--- src/rtl/timer_pkg.sv ---
`default_nettype none
// ============================================================================
// Module   : timer_pkg
// Purpose  : Shared definitions for the timer APB master slice. Holds the
//            default bus widths, the master FSM state encoding and the timer
//            register map offsets.
// Ports    : none (package)
// Revision : 1.0 - initial release
// ============================================================================
package timer_pkg;

    localparam int c_addr_w = 12;
    localparam int c_data_w = 32;

    typedef enum logic [1:0] {
        ST_IDLE   = 2'd0,
        ST_SETUP  = 2'd1,
        ST_ACCESS = 2'd2,
        ST_RESP   = 2'd3
    } state_t;

    // Timer register map, byte offsets within the timer APB window
    localparam logic [11:0] c_reg_ctrl   = 12'h000;
    localparam logic [11:0] c_reg_load   = 12'h004;
    localparam logic [11:0] c_reg_value  = 12'h008;
    localparam logic [11:0] c_reg_status = 12'h00C;

endpackage
`default_nettype wire

--- src/rtl/timer_apb_master_if.sv ---
`default_nettype none
// ============================================================================
// Module   : timer_apb_master_if
// Purpose  : Bundles the request channel, response channel and timer APB
//            bus of the timer APB master.
// Ports    : modport master - view of the APB master block
//            modport slave  - view of the surrounding requester and timer
// Revision : 1.0 - initial release
// ============================================================================
interface timer_apb_master_if
    import timer_pkg::*;
#(
    parameter int ADDR_W = c_addr_w,
    parameter int DATA_W = c_data_w
);

    // Request channel
    logic                  req_valid;
    logic                  req_ready;
    logic                  req_write;
    logic [ADDR_W-1:0]     req_addr;
    logic [DATA_W-1:0]     req_wdata;
    logic [DATA_W/8-1:0]   req_strb;

    // Response channel
    logic                  rsp_valid;
    logic                  rsp_ready;
    logic [DATA_W-1:0]     rsp_rdata;
    logic                  rsp_err;
    logic                  rsp_timeout;

    // Timer APB bus
    logic                  tim_psel;
    logic                  tim_penable;
    logic                  tim_pwrite;
    logic [ADDR_W-1:0]     tim_paddr;
    logic [DATA_W-1:0]     tim_pwdata;
    logic [DATA_W/8-1:0]   tim_pstrb;
    logic [DATA_W-1:0]     tim_prdata;
    logic                  tim_pready;
    logic                  tim_pslverr;

    modport master (
        input  req_valid, req_write, req_addr, req_wdata, req_strb,
        output req_ready,
        output rsp_valid, rsp_rdata, rsp_err, rsp_timeout,
        input  rsp_ready,
        output tim_psel, tim_penable, tim_pwrite, tim_paddr, tim_pwdata, tim_pstrb,
        input  tim_prdata, tim_pready, tim_pslverr
    );

    modport slave (
        output req_valid, req_write, req_addr, req_wdata, req_strb,
        input  req_ready,
        input  rsp_valid, rsp_rdata, rsp_err, rsp_timeout,
        output rsp_ready,
        input  tim_psel, tim_penable, tim_pwrite, tim_paddr, tim_pwdata, tim_pstrb,
        output tim_prdata, tim_pready, tim_pslverr
    );

endinterface
`default_nettype wire

--- src/rtl/timer_apb_master_wdog.sv ---
`default_nettype none
// ============================================================================
// Module   : timer_apb_wdog
// Purpose  : ACCESS-phase timeout counter. Cleared on entry to ACCESS,
//            counts every waited ACCESS cycle, flags expiry once the count
//            reaches TIMEOUT_CYCLES-1. TIMEOUT_CYCLES = 0 never expires.
// Ports    : clk, rst    - clock, synchronous active-high reset
//            i_clr       - restart count from zero
//            i_en        - count one waited cycle
//            o_expired   - count has reached the limit
// Revision : 1.0 - initial release
// ============================================================================
module timer_apb_wdog
    import timer_pkg::*;
#(
    parameter int TIMEOUT_CYCLES = 16
) (
    input  logic clk,
    input  logic rst,
    input  logic i_clr,
    input  logic i_en,
    output logic o_expired
);

    localparam int c_cnt_w = (TIMEOUT_CYCLES > 2) ? $clog2(TIMEOUT_CYCLES) : 1;
    localparam logic [c_cnt_w-1:0] c_limit =
        c_cnt_w'((TIMEOUT_CYCLES == 0) ? 0 : TIMEOUT_CYCLES - 1);

    logic [c_cnt_w-1:0] r_cnt;

    always_ff @(posedge clk) begin
        if (rst || i_clr) begin
            r_cnt <= '0;
        end else if (i_en) begin
            r_cnt <= r_cnt + 1'b1;
        end
    end

    assign o_expired = (TIMEOUT_CYCLES != 0) && (r_cnt == c_limit);

endmodule
`default_nettype wire

--- src/rtl/timer_apb_master.sv ---
`default_nettype none
// ============================================================================
// Module   : timer_apb_master
// Purpose  : Turns single valid/ready register commands into two-phase APB
//            transfers on the timer slave port, returns read data and error
//            status on a valid/ready response channel and aborts an ACCESS
//            phase that waits too long. All outputs are registered.
// Ports    : sys_clk  - clock, rising edge
//            sys_rst  - synchronous active-high reset
//            bus      - request, response and timer APB signals (master view)
// Revision : 1.0 - initial release
// ============================================================================
module timer_apb_master
    import timer_pkg::*;
#(
    parameter int ADDR_W         = c_addr_w,
    parameter int DATA_W         = c_data_w,
    parameter int TIMEOUT_CYCLES = 16
) (
    input  logic               sys_clk,
    input  logic               sys_rst,
    timer_apb_master_if.master bus
);

    localparam int c_strb_w = DATA_W / 8;

    state_t                r_state,       w_state;
    logic                  r_req_ready,   w_req_ready;
    logic                  r_psel,        w_psel;
    logic                  r_penable,     w_penable;
    logic                  r_pwrite,      w_pwrite;
    logic [ADDR_W-1:0]     r_paddr,       w_paddr;
    logic [DATA_W-1:0]     r_pwdata,      w_pwdata;
    logic [c_strb_w-1:0]   r_pstrb,       w_pstrb;
    logic                  r_rsp_valid,   w_rsp_valid;
    logic [DATA_W-1:0]     r_rsp_rdata,   w_rsp_rdata;
    logic                  r_rsp_err,     w_rsp_err;
    logic                  r_rsp_timeout, w_rsp_timeout;

    logic                  w_wdog_clr;
    logic                  w_wdog_en;
    logic                  w_wdog_expired;

    // The counter restarts on the SETUP->ACCESS edge and only counts cycles
    // in which the slave is still holding off.
    assign w_wdog_clr = (r_state == ST_SETUP);
    assign w_wdog_en  = (r_state == ST_ACCESS) && !bus.tim_pready;

    timer_apb_wdog #(
        .TIMEOUT_CYCLES (TIMEOUT_CYCLES)
    ) u_wdog (
        .clk       (sys_clk),
        .rst       (sys_rst),
        .i_clr     (w_wdog_clr),
        .i_en      (w_wdog_en),
        .o_expired (w_wdog_expired)
    );

    always_comb begin
        w_state       = r_state;
        w_req_ready   = r_req_ready;
        w_psel        = r_psel;
        w_penable     = r_penable;
        w_pwrite      = r_pwrite;
        w_paddr       = r_paddr;
        w_pwdata      = r_pwdata;
        w_pstrb       = r_pstrb;
        w_rsp_valid   = r_rsp_valid;
        w_rsp_rdata   = r_rsp_rdata;
        w_rsp_err     = r_rsp_err;
        w_rsp_timeout = r_rsp_timeout;

        case (r_state)
            ST_IDLE: begin
                w_req_ready = 1'b1;
                if (bus.req_valid && r_req_ready) begin
                    w_req_ready = 1'b0;
                    w_pwrite    = bus.req_write;
                    w_paddr     = bus.req_addr;
                    // Reads drive zero data and strobes on the bus
                    w_pwdata    = bus.req_write ? bus.req_wdata : '0;
                    w_pstrb     = bus.req_write ? bus.req_strb  : '0;
                    if (bus.req_addr[1:0] == 2'b00) begin
                        w_state = ST_SETUP;
                        w_psel  = 1'b1;
                    end else begin
                        // Misaligned: answer with an error, never touch the bus
                        w_state       = ST_RESP;
                        w_rsp_valid   = 1'b1;
                        w_rsp_err     = 1'b1;
                        w_rsp_timeout = 1'b0;
                        w_rsp_rdata   = '0;
                    end
                end
            end

            ST_SETUP: begin
                w_state   = ST_ACCESS;
                w_penable = 1'b1;
            end

            ST_ACCESS: begin
                // pready wins over an expiry on the same edge
                if (bus.tim_pready) begin
                    w_state       = ST_RESP;
                    w_psel        = 1'b0;
                    w_penable     = 1'b0;
                    w_rsp_valid   = 1'b1;
                    w_rsp_err     = bus.tim_pslverr;
                    w_rsp_timeout = 1'b0;
                    w_rsp_rdata   = (!r_pwrite && !bus.tim_pslverr) ? bus.tim_prdata : '0;
                end else if (w_wdog_expired) begin
                    w_state       = ST_RESP;
                    w_psel        = 1'b0;
                    w_penable     = 1'b0;
                    w_rsp_valid   = 1'b1;
                    w_rsp_err     = 1'b1;
                    w_rsp_timeout = 1'b1;
                    w_rsp_rdata   = '0;
                end
            end

            ST_RESP: begin
                if (bus.rsp_ready) begin
                    w_state       = ST_IDLE;
                    w_req_ready   = 1'b1;
                    w_rsp_valid   = 1'b0;
                    w_rsp_err     = 1'b0;
                    w_rsp_timeout = 1'b0;
                end
            end

            default: begin
                w_state = ST_IDLE;
            end
        endcase
    end

    always_ff @(posedge sys_clk) begin
        if (sys_rst) begin
            r_state       <= ST_IDLE;
            r_req_ready   <= 1'b1;
            r_psel        <= 1'b0;
            r_penable     <= 1'b0;
            r_pwrite      <= 1'b0;
            r_paddr       <= '0;
            r_pwdata      <= '0;
            r_pstrb       <= '0;
            r_rsp_valid   <= 1'b0;
            r_rsp_rdata   <= '0;
            r_rsp_err     <= 1'b0;
            r_rsp_timeout <= 1'b0;
        end else begin
            r_state       <= w_state;
            r_req_ready   <= w_req_ready;
            r_psel        <= w_psel;
            r_penable     <= w_penable;
            r_pwrite      <= w_pwrite;
            r_paddr       <= w_paddr;
            r_pwdata      <= w_pwdata;
            r_pstrb       <= w_pstrb;
            r_rsp_valid   <= w_rsp_valid;
            r_rsp_rdata   <= w_rsp_rdata;
            r_rsp_err     <= w_rsp_err;
            r_rsp_timeout <= w_rsp_timeout;
        end
    end

    assign bus.req_ready   = r_req_ready;
    assign bus.tim_psel    = r_psel;
    assign bus.tim_penable = r_penable;
    assign bus.tim_pwrite  = r_pwrite;
    assign bus.tim_paddr   = r_paddr;
    assign bus.tim_pwdata  = r_pwdata;
    assign bus.tim_pstrb   = r_pstrb;
    assign bus.rsp_valid   = r_rsp_valid;
    assign bus.rsp_rdata   = r_rsp_rdata;
    assign bus.rsp_err     = r_rsp_err;
    assign bus.rsp_timeout = r_rsp_timeout;

endmodule
`default_nettype wire
--- src/flat_wrapper.sv ---
// flat-port wrapper written by rule: the top's interface ports become plain ports
module timer_apb_master_flat import timer_pkg::*;
#(
    parameter int ADDR_W         = c_addr_w,
    parameter int DATA_W         = c_data_w,
    parameter int TIMEOUT_CYCLES = 16
)
  (sys_clk, sys_rst, bus_req_valid, bus_req_write, bus_req_addr, bus_req_wdata, bus_req_strb, bus_req_ready, bus_rsp_valid, bus_rsp_rdata, bus_rsp_err, bus_rsp_timeout, bus_rsp_ready, bus_tim_psel, bus_tim_penable, bus_tim_pwrite, bus_tim_paddr, bus_tim_pwdata, bus_tim_pstrb, bus_tim_prdata, bus_tim_pready, bus_tim_pslverr);
  timer_apb_master_if #(.ADDR_W(ADDR_W), .DATA_W(DATA_W)) bus_i ();
  input  logic sys_clk;
  input  logic sys_rst;
  input wire logic [$bits(bus_i.req_valid)-1:0] bus_req_valid;
  input wire logic [$bits(bus_i.req_write)-1:0] bus_req_write;
  input wire logic [$bits(bus_i.req_addr)-1:0] bus_req_addr;
  input wire logic [$bits(bus_i.req_wdata)-1:0] bus_req_wdata;
  input wire logic [$bits(bus_i.req_strb)-1:0] bus_req_strb;
  output wire logic [$bits(bus_i.req_ready)-1:0] bus_req_ready;
  output wire logic [$bits(bus_i.rsp_valid)-1:0] bus_rsp_valid;
  output wire logic [$bits(bus_i.rsp_rdata)-1:0] bus_rsp_rdata;
  output wire logic [$bits(bus_i.rsp_err)-1:0] bus_rsp_err;
  output wire logic [$bits(bus_i.rsp_timeout)-1:0] bus_rsp_timeout;
  input wire logic [$bits(bus_i.rsp_ready)-1:0] bus_rsp_ready;
  output wire logic [$bits(bus_i.tim_psel)-1:0] bus_tim_psel;
  output wire logic [$bits(bus_i.tim_penable)-1:0] bus_tim_penable;
  output wire logic [$bits(bus_i.tim_pwrite)-1:0] bus_tim_pwrite;
  output wire logic [$bits(bus_i.tim_paddr)-1:0] bus_tim_paddr;
  output wire logic [$bits(bus_i.tim_pwdata)-1:0] bus_tim_pwdata;
  output wire logic [$bits(bus_i.tim_pstrb)-1:0] bus_tim_pstrb;
  input wire logic [$bits(bus_i.tim_prdata)-1:0] bus_tim_prdata;
  input wire logic [$bits(bus_i.tim_pready)-1:0] bus_tim_pready;
  input wire logic [$bits(bus_i.tim_pslverr)-1:0] bus_tim_pslverr;
  assign bus_i.req_valid = bus_req_valid;
  assign bus_i.req_write = bus_req_write;
  assign bus_i.req_addr = bus_req_addr;
  assign bus_i.req_wdata = bus_req_wdata;
  assign bus_i.req_strb = bus_req_strb;
  assign bus_req_ready = bus_i.req_ready;
  assign bus_rsp_valid = bus_i.rsp_valid;
  assign bus_rsp_rdata = bus_i.rsp_rdata;
  assign bus_rsp_err = bus_i.rsp_err;
  assign bus_rsp_timeout = bus_i.rsp_timeout;
  assign bus_i.rsp_ready = bus_rsp_ready;
  assign bus_tim_psel = bus_i.tim_psel;
  assign bus_tim_penable = bus_i.tim_penable;
  assign bus_tim_pwrite = bus_i.tim_pwrite;
  assign bus_tim_paddr = bus_i.tim_paddr;
  assign bus_tim_pwdata = bus_i.tim_pwdata;
  assign bus_tim_pstrb = bus_i.tim_pstrb;
  assign bus_i.tim_prdata = bus_tim_prdata;
  assign bus_i.tim_pready = bus_tim_pready;
  assign bus_i.tim_pslverr = bus_tim_pslverr;
  timer_apb_master #(.ADDR_W(ADDR_W), .DATA_W(DATA_W), .TIMEOUT_CYCLES(TIMEOUT_CYCLES)) u_core (.sys_clk(sys_clk), .sys_rst(sys_rst), .bus(bus_i));
endmodule
--- config.mk ---
export PLATFORM = sky130hd
export DESIGN_NAME = timer_apb_master_flat
export DESIGN_NICKNAME = d
export VERILOG_FILES = /design/src/rtl/timer_pkg.sv /design/src/rtl/timer_apb_master_if.sv /design/src/rtl/timer_apb_master_wdog.sv /design/src/rtl/timer_apb_master.sv /design/src/flat_wrapper.sv
export SDC_FILE = /design/constraint.sdc
export NUM_CORES = 1
export LEC_CHECK = 0
export CAP_MARGIN = 0
export CORE_AREA = 2 2 113 82
export CTS_BUF_LIST = sky130_fd_sc_hd__clkbuf_8 sky130_fd_sc_hd__clkbuf_16
export DETAILED_ROUTE_END_ITERATION = 6
export DIE_AREA = 0 0 115 84
export GPL_TIMING_DRIVEN = 0
export PLACE_DENSITY = 0.83
export SYNTH_ARGS = -nofsm -noshare
export SYNTH_HDL_FRONTEND = slang
export SYNTH_HIERARCHICAL = 1
export SYNTH_SLANG_ARGS = --single-unit
export TNS_END_PERCENT = 20
--- constraint.sdc ---
create_clock -name sys_clk -period 4.63 [get_ports sys_clk]
set_input_delay 1.389 -clock sys_clk [delete_from_list [all_inputs] [get_ports sys_clk]]
set_output_delay 1.389 -clock sys_clk [all_outputs]
set_load 0.1 [all_outputs]
-- Word level (Yosys, flattened, before mapping)
Cells that the tools add are included.
- logic and storage cells: 78
- flip-flop bits (word level): 93
- output and inout port bits: 87
- $add $sub $neg: 1
- multiplexer cells: 35
- reduce and logical (&&, ||, !) cells: 20
- equal/unequal tests: 9
- operators with widths (kind ; number):
    $mux W32 ; 6
    $pmux W32 S2 ; 1
    $mux W1 ; 15
    $mux W2 ; 5
    $pmux W1 S3 ; 3
    $pmux W2 S4 ; 1
    $reduce_and A4 Y1 ; 2
    $pmux W1 S2 ; 3
    $reduce_and A2 Y1 ; 3
    $reduce_bool A2 Y1 ; 3
    $reduce_and A5 Y1 ; 1
    $add A4 B1 Y4 const B ; 1
    $eq A2 B2 Y1 const B ; 2
    $eq A4 B4 Y1 const B ; 1
    $logic_not A2 Y1 ; 2
    $mux W4 ; 1
    $ne A2 B1 Y1 const B ; 2
    $ne A2 B2 Y1 const B ; 2
    $logic_and A1 B1 Y1 ; 3
    $logic_not A1 Y1 ; 3
    $ne A3 B3 Y1 const B ; 1
    $reduce_and A3 Y1 ; 1
    $reduce_bool A3 Y1 ; 1
    $eq A2 B1 Y1 const B ; 1
    $logic_or A1 B1 Y1 ; 1

-- Logic depth before layout (Yosys ltp)
Gate-level depths: netlist (run 1).
- depth in word-level cells: 5
- gate-level depth with buffers: 8
- gate-level depth less buffers: 6

-- Hierarchy
Netlist (run 1), hierarchy kept.
- by module, submodules not included (module ; cells an instance ; times used ; area an instance (um^2)):
    timer_apb_master ; 425 ; 1 ; 3472.1
    timer_apb_wdog ; 18 ; 1 ; 193.9

-- Worst setup path after synthesis (run 1)
Ideal clock, no wire load.
- kind: input to register
- start: input bus_req_valid
- end: register u_core.r_rsp_rdata[22] (netlist: u_core/bus.rsp_rdata[22])
- data required time: 4498 ps
- stages: 6
- path buffers: 2
- arrival time: 2400 ps
- setup slack: 2098 ps
- cell sequence: a21boi_4 -> or4_1 -> buf_2 -> buf_6 -> nand2_1 -> a21oi_1
- cells in the longest elaborated chain, start to end: 3
- ends and longest elaborated chain (element ; line ; source):
    start: declaration ; flat_wrapper.sv:12 ; input wire logic [$bits(bus_i.req_valid)-1:0] bus_req_valid;
    $logic_and A1 B1 Y1 ; timer_apb_master.sv:76 ; if (bus.req_valid && r_req_ready) begin
    $ne A2 B1 Y1 (no source line) ; - ;
    $reduce_and A4 Y1 (no source line) ; - ;
    end signal: assignment ; timer_apb_master.sv:163 ; r_rsp_rdata <= w_rsp_rdata;
    end: declaration ; timer_apb_master.sv:36 ; logic [DATA_W-1:0] r_rsp_rdata, w_rsp_rdata;
No other way between the ends.
A chain may end at the register's enable or synchronous reset.

-- Final worst setup path (run 1)
- start: register u_core.r_req_ready (netlist: u_core/bus.req_ready)
- end: output bus_req_ready
- RTL lines (element ; line ; source):
    start: declaration ; timer_apb_master.sv:28 ; logic r_req_ready, w_req_ready;
    start signal: assignment ; timer_apb_master.sv:155 ; r_req_ready <= w_req_ready;
    end: declaration ; flat_wrapper.sv:17 ; output wire logic [$bits(bus_i.req_ready)-1:0] bus_req_ready;
No word-level cell between the ends.

==> flow_metrics.env, run 1 <==
export IMPL_status="completed"
export IMPL_die_area_mm2=0.00966
export IMPL_drc=0
export IMPL_final_cell_mix="clkdlybuf4s50_1 (172), nand2_1 (99), dfxtp_1 (93)"
export IMPL_grt_pass1_wl_mm=17.8
export IMPL_wl_mm=11.1
export IMPL_wl_per_cell_um=15.0
export IMPL_met2_usage_pct=40.0
export IMPL_drtIter0Drc=229
export IMPL_num_rows=29
export IMPL_finalSetupViolCount=0
export IMPL_holdBufCountCts=0
export IMPL_cp_arrival_ns=1.96
export IMPL_vias=3779
export IMPL_tns_ns=0
export IMPL_start_util_pct=42.1
export IMPL_skew_ns=0.00361
export IMPL_antenna_found_initial=0
export IMPL_clock_latency_ns=0.34
export IMPL_path_cells="clkdlybuf4s50_1"
export IMPL_avgSynthCellArea_um2=8.28
export IMPL_cp_slowest_cell="clkdlybuf4s50_1"
export IMPL_cts_sinks=93
export IMPL_rsz0062_at_grt="no"
export IMPL_p_per_area_mw_per_mm2=540
export IMPL_worstPathMaxFanout=5
export IMPL_netlist_instances=443
export IMPL_clockBufferDepth=2
export IMPL_core_area_mm2=0.00871
export IMPL_post_synth_num_cell_types=36
export IMPL_clk_pin_slew_worst_paths_ns=0.06
export IMPL_min_to="u_core/bus.rsp_rdata[31]$_SDFFE_PP0P_"
export IMPL_first_pass_iters=4
export IMPL_r2r_worst_path_cells=8
export IMPL_yosysWarnings=6
export IMPL_r2r_end="u_core/bus.rsp_rdata[29]$_SDFFE_PP0P_"
export IMPL_required_ns=3.24
export IMPL_diodes=0
export IMPL_syn_cell_area_mm2=0.00367
export IMPL_track_usage_pct=23.1
export IMPL_hold_violations=0
export IMPL_worstSetupEndpointType="output pin"
export IMPL_max_stage_delay_ns=1.19
export IMPL_cp_num_buf_inv=1
export IMPL_max_clock_freq_ghz=0.299
export IMPL_cts_inserted_buffers=9
export IMPL_root_buffer="clkbuf_16"
export IMPL_numPortBuffers=172
export IMPL_final_common_cell="clkdlybuf4s50_1"
export IMPL_reg2reg_setup_slack_ns=2.52
export IMPL_nNetsFinal=720
export IMPL_max_cap_violations=0
export IMPL_r2r_start="u_core/r_state[0]$_SDFFE_PP0P_"
export IMPL_period_share_pct=72.3
export IMPL_grt_use_met1_pct=25.7
export IMPL_place_congestion=0.831
export IMPL_die_w_um=115
export IMPL_hold_depth=2
export IMPL_tightest_slew_ns=1.04
export IMPL_setup_worst_path_start_class="flop"
export IMPL_hp_class="flop to flop"
export IMPL_cts_tree="yes"
export IMPL_total_power_w=0.00314
export IMPL_cts_resized_gates=0
export IMPL_timing_slew_headroom_pct=30.3
export IMPL_fin_crit_ns=3.35
export IMPL_ant_nets=0
export IMPL_use_met3_pct=10.7
export IMPL_avgViaCountPerCell=5.13
export IMPL_grt_max_degree=14
export IMPL_syn_to_final_growth_pct=58.3
export IMPL_vdd_ir_drop_worst_v=0.000306
export IMPL_synth_nets=537
export IMPL_crit_start="u_core/bus.req_ready$_SDFFE_PP1P_"
export IMPL_post_cts_buffers=0
export IMPL_cts_max_level=3
export IMPL_hpwlAfterDp_mm=8.46
export IMPL_first_global_vias=3793
export IMPL_cp_top_family="buffers and inverters"
export IMPL_grt_overflow=0
export IMPL_grt_busiest_layer="met2"
export IMPL_drv_slew=0
export IMPL_synth_seq_cells=93
export IMPL_drive_above_1_share_pct=4.61
export IMPL_critPathKind="flop to output pin"
export IMPL_yosysSeqAreaShare_pct=50.8
export IMPL_io_pins=174
export IMPL_worst_hold_startpoint="u_core/bus.rsp_rdata[31]$_SDFFE_PP0P_"
export IMPL_leakagePower_nw=2.03
export IMPL_die_h_um=84
[through the flow]
stage / cell area [µm²] / utilization, % / hold WS (ns) / worst slack (ns) / std cells
floorplan: 3670 / - / 0.507 / 2.10 / 443
CTS: 5800 / 66.7 / 0.451 / 1.26 / 737
global route: 5800 / 66.7 / 0.469 / 1.23 / 737
finish: 5800 / 66.7 / 0.449 / 1.28 / 737
global placement: 5520 / 63.4 / 0.437 / 1.28 / 723
detailed placement: 5520 / 63.4 / 0.443 / 1.25 / 723
[worst max path at each step]
stage | endpoint | cells past startpoint | slack [ns]
2_1_floorplan | u_core/bus.rsp_rdata[22]$_SDFFE_PP0P_ | 6 | 2.10
5_1_grt | bus_req_ready | 1 | 1.23
6_report | bus_req_ready | 1 | 1.28
3_5_place_dp | u_core/bus.tim_pwdata[29]$_SDFFE_PP0P_ | 5 | 1.25
3_3_place_gp | u_core/bus.tim_pwdata[30]$_SDFFE_PP0P_ | 5 | 1.28
4_1_cts | bus_req_ready | 1 | 1.26
[sequential cells by signal, indices dropped and copies added (netlist names)]
name and count:
u_core/bus.req_ready 1, u_core/bus.rsp_err 1, u_core/bus.rsp_rdata 32, u_core/bus.rsp_timeout 1, u_core/bus.rsp_valid 1, u_core/bus.tim_paddr 12, u_core/bus.tim_penable 1, u_core/bus.tim_psel 1
u_core/bus.tim_pstrb 4, u_core/bus.tim_pwdata 32, u_core/bus.tim_pwrite 1, u_core/r_state 2, u_core/u_wdog/r_cnt 4
[worst reg2reg max path, cell delays in order, from the launching register on]
cell and delay (ns):
dfxtp_1 0.38, inv_1 0.12, ha_1 0.31, a21boi_4 0.21
or4_1 0.50, buf_2 0.17, buf_6 0.14, nand2_1 0.06
a21oi_1 0.07
[cells by family (layout without fill, tap and decap cells)]
family / after synthesis / count (layout) / share of synthesized area (%)
multiplexers: 5 / 5 / 1.54
flip-flops: 93 / 93 / 50.8
buffers and inverters: 41 / 227 / 5.02
XOR/XNOR: 1 / 1 / 0.239
adder cells (fa/ha/maj): 7 / 7 / 2.39
AND/OR/NAND/NOR: 201 / 201 / 25.5
AO/OA/AOI/OAI: 95 / 95 / 14.6
[per-layer routing]
| metal | routed length (µm) | vias to the layer above |
|---|---|---|
| li1 | - | 1867 |
| met1 | 4390 | 1751 |
| met2 | 5310 | 153 |
| met3 | 1300 | 8 |
| met4 | 94 | 0 |
| met5 | 0 | - |
[where the power goes]
| part | internal (W) | switching, W |
|---|---|---|
| clock network | 0.000422 | 0.000279 |
| logic | 0.000421 | 0.00106 |
| registers | 0.000892 | 0.0000575 |
[area by class of cell]
cell class,count,area (µm²)
plain buffers,36,165
clock buffers,10,239
clock inverters,4,42.5
fillers,739,2900
inverters,5,18.8
multi-input cells,309,1620
flip-flops and latches,93,1860
well taps,108,135
repair buffers,172,1720
[cell usage after synthesis (all sizes together)]
| cell | count | share of area, % |
|---|---|---|
| nor3b | 3 | 1.2 |
| xnor2 | 1 | 0.24 |
| ha | 7 | 2.4 |
| nor2b | 2 | 0.34 |
| or2 | 1 | 0.17 |
| nor3 | 3 | 0.41 |
| mux2i | 3 | 0.82 |
| dfxtp | 93 | 51 |
| nand3 | 69 | 9.4 |
| a211oi | 1 | 0.20 |
| a2111oi | 1 | 0.75 |
| nor2 | 16 | 1.6 |
| o22ai | 2 | 0.34 |
| clkbuf | 26 | 2.7 |
| nand4 | 1 | 0.34 |
| inv | 5 | 0.51 |
| a21oi | 84 | 11 |
| a32o | 1 | 0.27 |
| nor4bb | 1 | 0.27 |
| a311oi | 1 | 0.24 |
| or4 | 1 | 0.20 |
| a21bo | 1 | 0.27 |
| nand3b | 1 | 0.20 |
| mux2 | 2 | 0.72 |
| a21boi | 1 | 0.51 |
| nand2 | 99 | 10 |
| o21ai | 3 | 0.51 |
| nor4 | 2 | 0.75 |
| buf | 10 | 1.8 |
| and3 | 2 | 0.34 |
No activity file was read; power rests on OpenSTA's default activity.
==> run 2: changes to the inputs <==
CORE_AREA = 2 2 117 85   (was 2 2 113 82)
DIE_AREA = 0 0 119 87   (was 0 0 115 84)
PLACE_DENSITY = 0.77   (was 0.83)
clock period = 3.5 ns   (was 4.63 ns; I/O delays follow)
==> run 2 against run 1 <==
Net effect: largest power group unchanged; count of clock-buffer cells in the layout stayed put; sequential share of layout area is 0.50 points lower; first-iteration DRC count is 40% lower; setup slack worse by 0.81 ns; critical path type unchanged; cell count is 3.0% higher; clock power is 61% higher; via count is 1.7% lower; flip-flop and latch count stayed put.
==> flow_metrics.env, run 2 (synthesis gave the netlist of run 1 again) <==
export IMPL_required_ns=2.45
export IMPL_cts_sinks=93
export IMPL_start_util_pct=39.2
export IMPL_grt_max_degree=16
export IMPL_drc=0
export IMPL_setup_ws_ns=0.472
export IMPL_cts_tree="yes"
export IMPL_track_usage_pct=21.2
export IMPL_hold_depth=2
export IMPL_holdBufCountCts=0
export IMPL_hpwlAfterDp_mm=8.32
export IMPL_final_cell_mix="clkdlybuf4s50_1 (172), nand2_1 (99), dfxtp_1 (93)"
export IMPL_hold_violations=0
export IMPL_leakagePower_nw=2.05
export IMPL_critPathKind="flop to output pin"
export IMPL_fin_crit_ns=3.03
export IMPL_syn_to_final_growth_pct=60.9
export IMPL_p_int_w=0.00245
export IMPL_p_per_area_mw_per_mm2=737
export IMPL_worstSetupPathDepth=1
export IMPL_drtIter0Drc=137
export IMPL_die_area_mm2=0.0104
export IMPL_core_area_mm2=0.00935
export IMPL_first_pass_iters=4
export IMPL_timing_slew_headroom_pct=32.4
export IMPL_status="completed"
export IMPL_switchingPower_w=0.00189
export IMPL_die_h_um=87
export IMPL_post_cts_buffers=0
export IMPL_p_seq_share_pct=28.8
export IMPL_clock_power_share_pct=25.9
export IMPL_cts_inserted_buffers=9
export IMPL_cp_arrival_ns=1.98
export IMPL_numPortBuffers=172
export IMPL_drv_slew=0
export IMPL_cts_resized_gates=0
export IMPL_final_common_cell="clkdlybuf4s50_1"
export IMPL_io_pins=174
export IMPL_cp_top_family="buffers and inverters"
export IMPL_rsz0062_at_grt="no"
export IMPL_die_w_um=119
export IMPL_swShare_pct=43.5
export IMPL_vias=3714
export IMPL_crit_start="u_core/bus.req_ready$_SDFFE_PP1P_"
export IMPL_antenna_found_initial=0
export IMPL_setup_worst_path_start_class="flop"
export IMPL_tns_ns=0
export IMPL_dp_slack_ns=0.397
export IMPL_clk_pin_slew_worst_paths_ns=0.07
export IMPL_hp_class="flop to flop"
export IMPL_wl_per_cell_um=14.6
export IMPL_period_share_pct=86.5
export IMPL_cts_max_level=3
export IMPL_path_cells="clkdlybuf4s50_1"
export IMPL_wl_mm=11.1
export IMPL_worst_hold_startpoint="u_core/bus.tim_pwdata[11]$_SDFFE_PP0P_"
export IMPL_r2r_worst_path_cells=8
export IMPL_max_clock_freq_ghz=0.330
export IMPL_ant_nets=0
export IMPL_diodes=0
export IMPL_tightest_slew_ns=1.01
export IMPL_vdd_ir_drop_worst_v=0.000526
export IMPL_worstPathMaxFanout=5
export IMPL_grt_overflow=0
export IMPL_avgViaCountPerCell=4.89
export IMPL_root_buffer="clkbuf_16"
export IMPL_p_comb_share_pct=45.2
export IMPL_clockBufferDepth=2
export IMPL_cp_slowest_cell="clkdlybuf4s50_1"
export IMPL_drive_above_1_share_pct=5.23
export IMPL_num_rows=30
export IMPL_grt_pass1_wl_mm=17.3
export IMPL_skew_ns=0.0101
export IMPL_r2r_start="u_core/r_state[0]$_SDFFE_PP0P_"
export IMPL_max_cap_violations=0
export IMPL_nNetsFinal=720
export IMPL_clock_latency_ns=0.35
export IMPL_first_global_vias=3574
export IMPL_worstSetupEndpointType="output pin"
export IMPL_max_stage_delay_ns=1.19
export IMPL_total_power_w=0.00435
export IMPL_finalSetupViolCount=0
export IMPL_place_congestion=0.797
export IMPL_cp_num_buf_inv=1
==> run 2: cell types whose count changed in the layout (fill, tap and decap cells not counted) <==
cell	delta
bufinv_16	+2
clkinvlp_4	+2
inv_1	-2
==> run 2: cell type report <==
cell class | instances | area, µm²
Inverter | 5 | 18.8
Sequential cell | 93 | 1860
Timing Repair Buffer | 172 | 1720
Fill cell | 808 | 3450
Multi-Input combinational cell | 309 | 1620
Clock buffer | 10 | 239
Buffer | 36 | 165
Tap cell | 128 | 160
Clock inverter | 6 | 110
==> run 2: power groups by stage <==
| stage | Clock [W] | Sequential, W | Combinational [W] |
|---|---|---|---|
| after CTS | 0.00115 | 0.00125 | 0.00197 |
| final | 0.00113 | 0.00125 | 0.00197 |
| after detailed placement | 0 | 0.00128 | 0.00196 |
| after global routing | 0.00119 | 0.00127 | 0.00208 |
| after global placement | 0 | 0.00127 | 0.00194 |
| after floorplan | 0 | 0.00204 | 0.000696 |
==> run 2: metrics by stage <==
step                util, %  hold slack (ns)  std cells  area (µm²)
floorplan                 -            0.507        443        3670
global placement       59.4            0.438        743        5550
detailed placement     59.4            0.442        743        5550
CTS                    63.1            0.451        759        5900
global route           63.1            0.464        759        5900
finish                 63.1            0.449        759        5900
==> run 2: path summary, 6_finish.rpt <==
check,end,slack [ns]
setup / recovery,bus_req_ready,0.47
hold / removal,u_core/bus.tim_pwdata[11]$_SDFFE_PP0P_,0.45
setup reg to reg,u_core/bus.rsp_rdata[4]$_SDFFE_PP0P_,1.37
hold reg to reg,u_core/bus.tim_pwdata[11]$_SDFFE_PP0P_,0.45
==> run 2: layer usage <==
| layer | vias up | part of all wire [%] | global-route usage [%] |
|---|---|---|---|
| li1 | 1870 | - | - |
| met1 | 1690 | 43 | 24.6 |
| met2 | 141 | 46 | 35.2 |
| met3 | 13 | 9.9 | 9.49 |
| met4 | 0 | 1.4 | 7.47 |
| met5 | - | 0 | 0 |
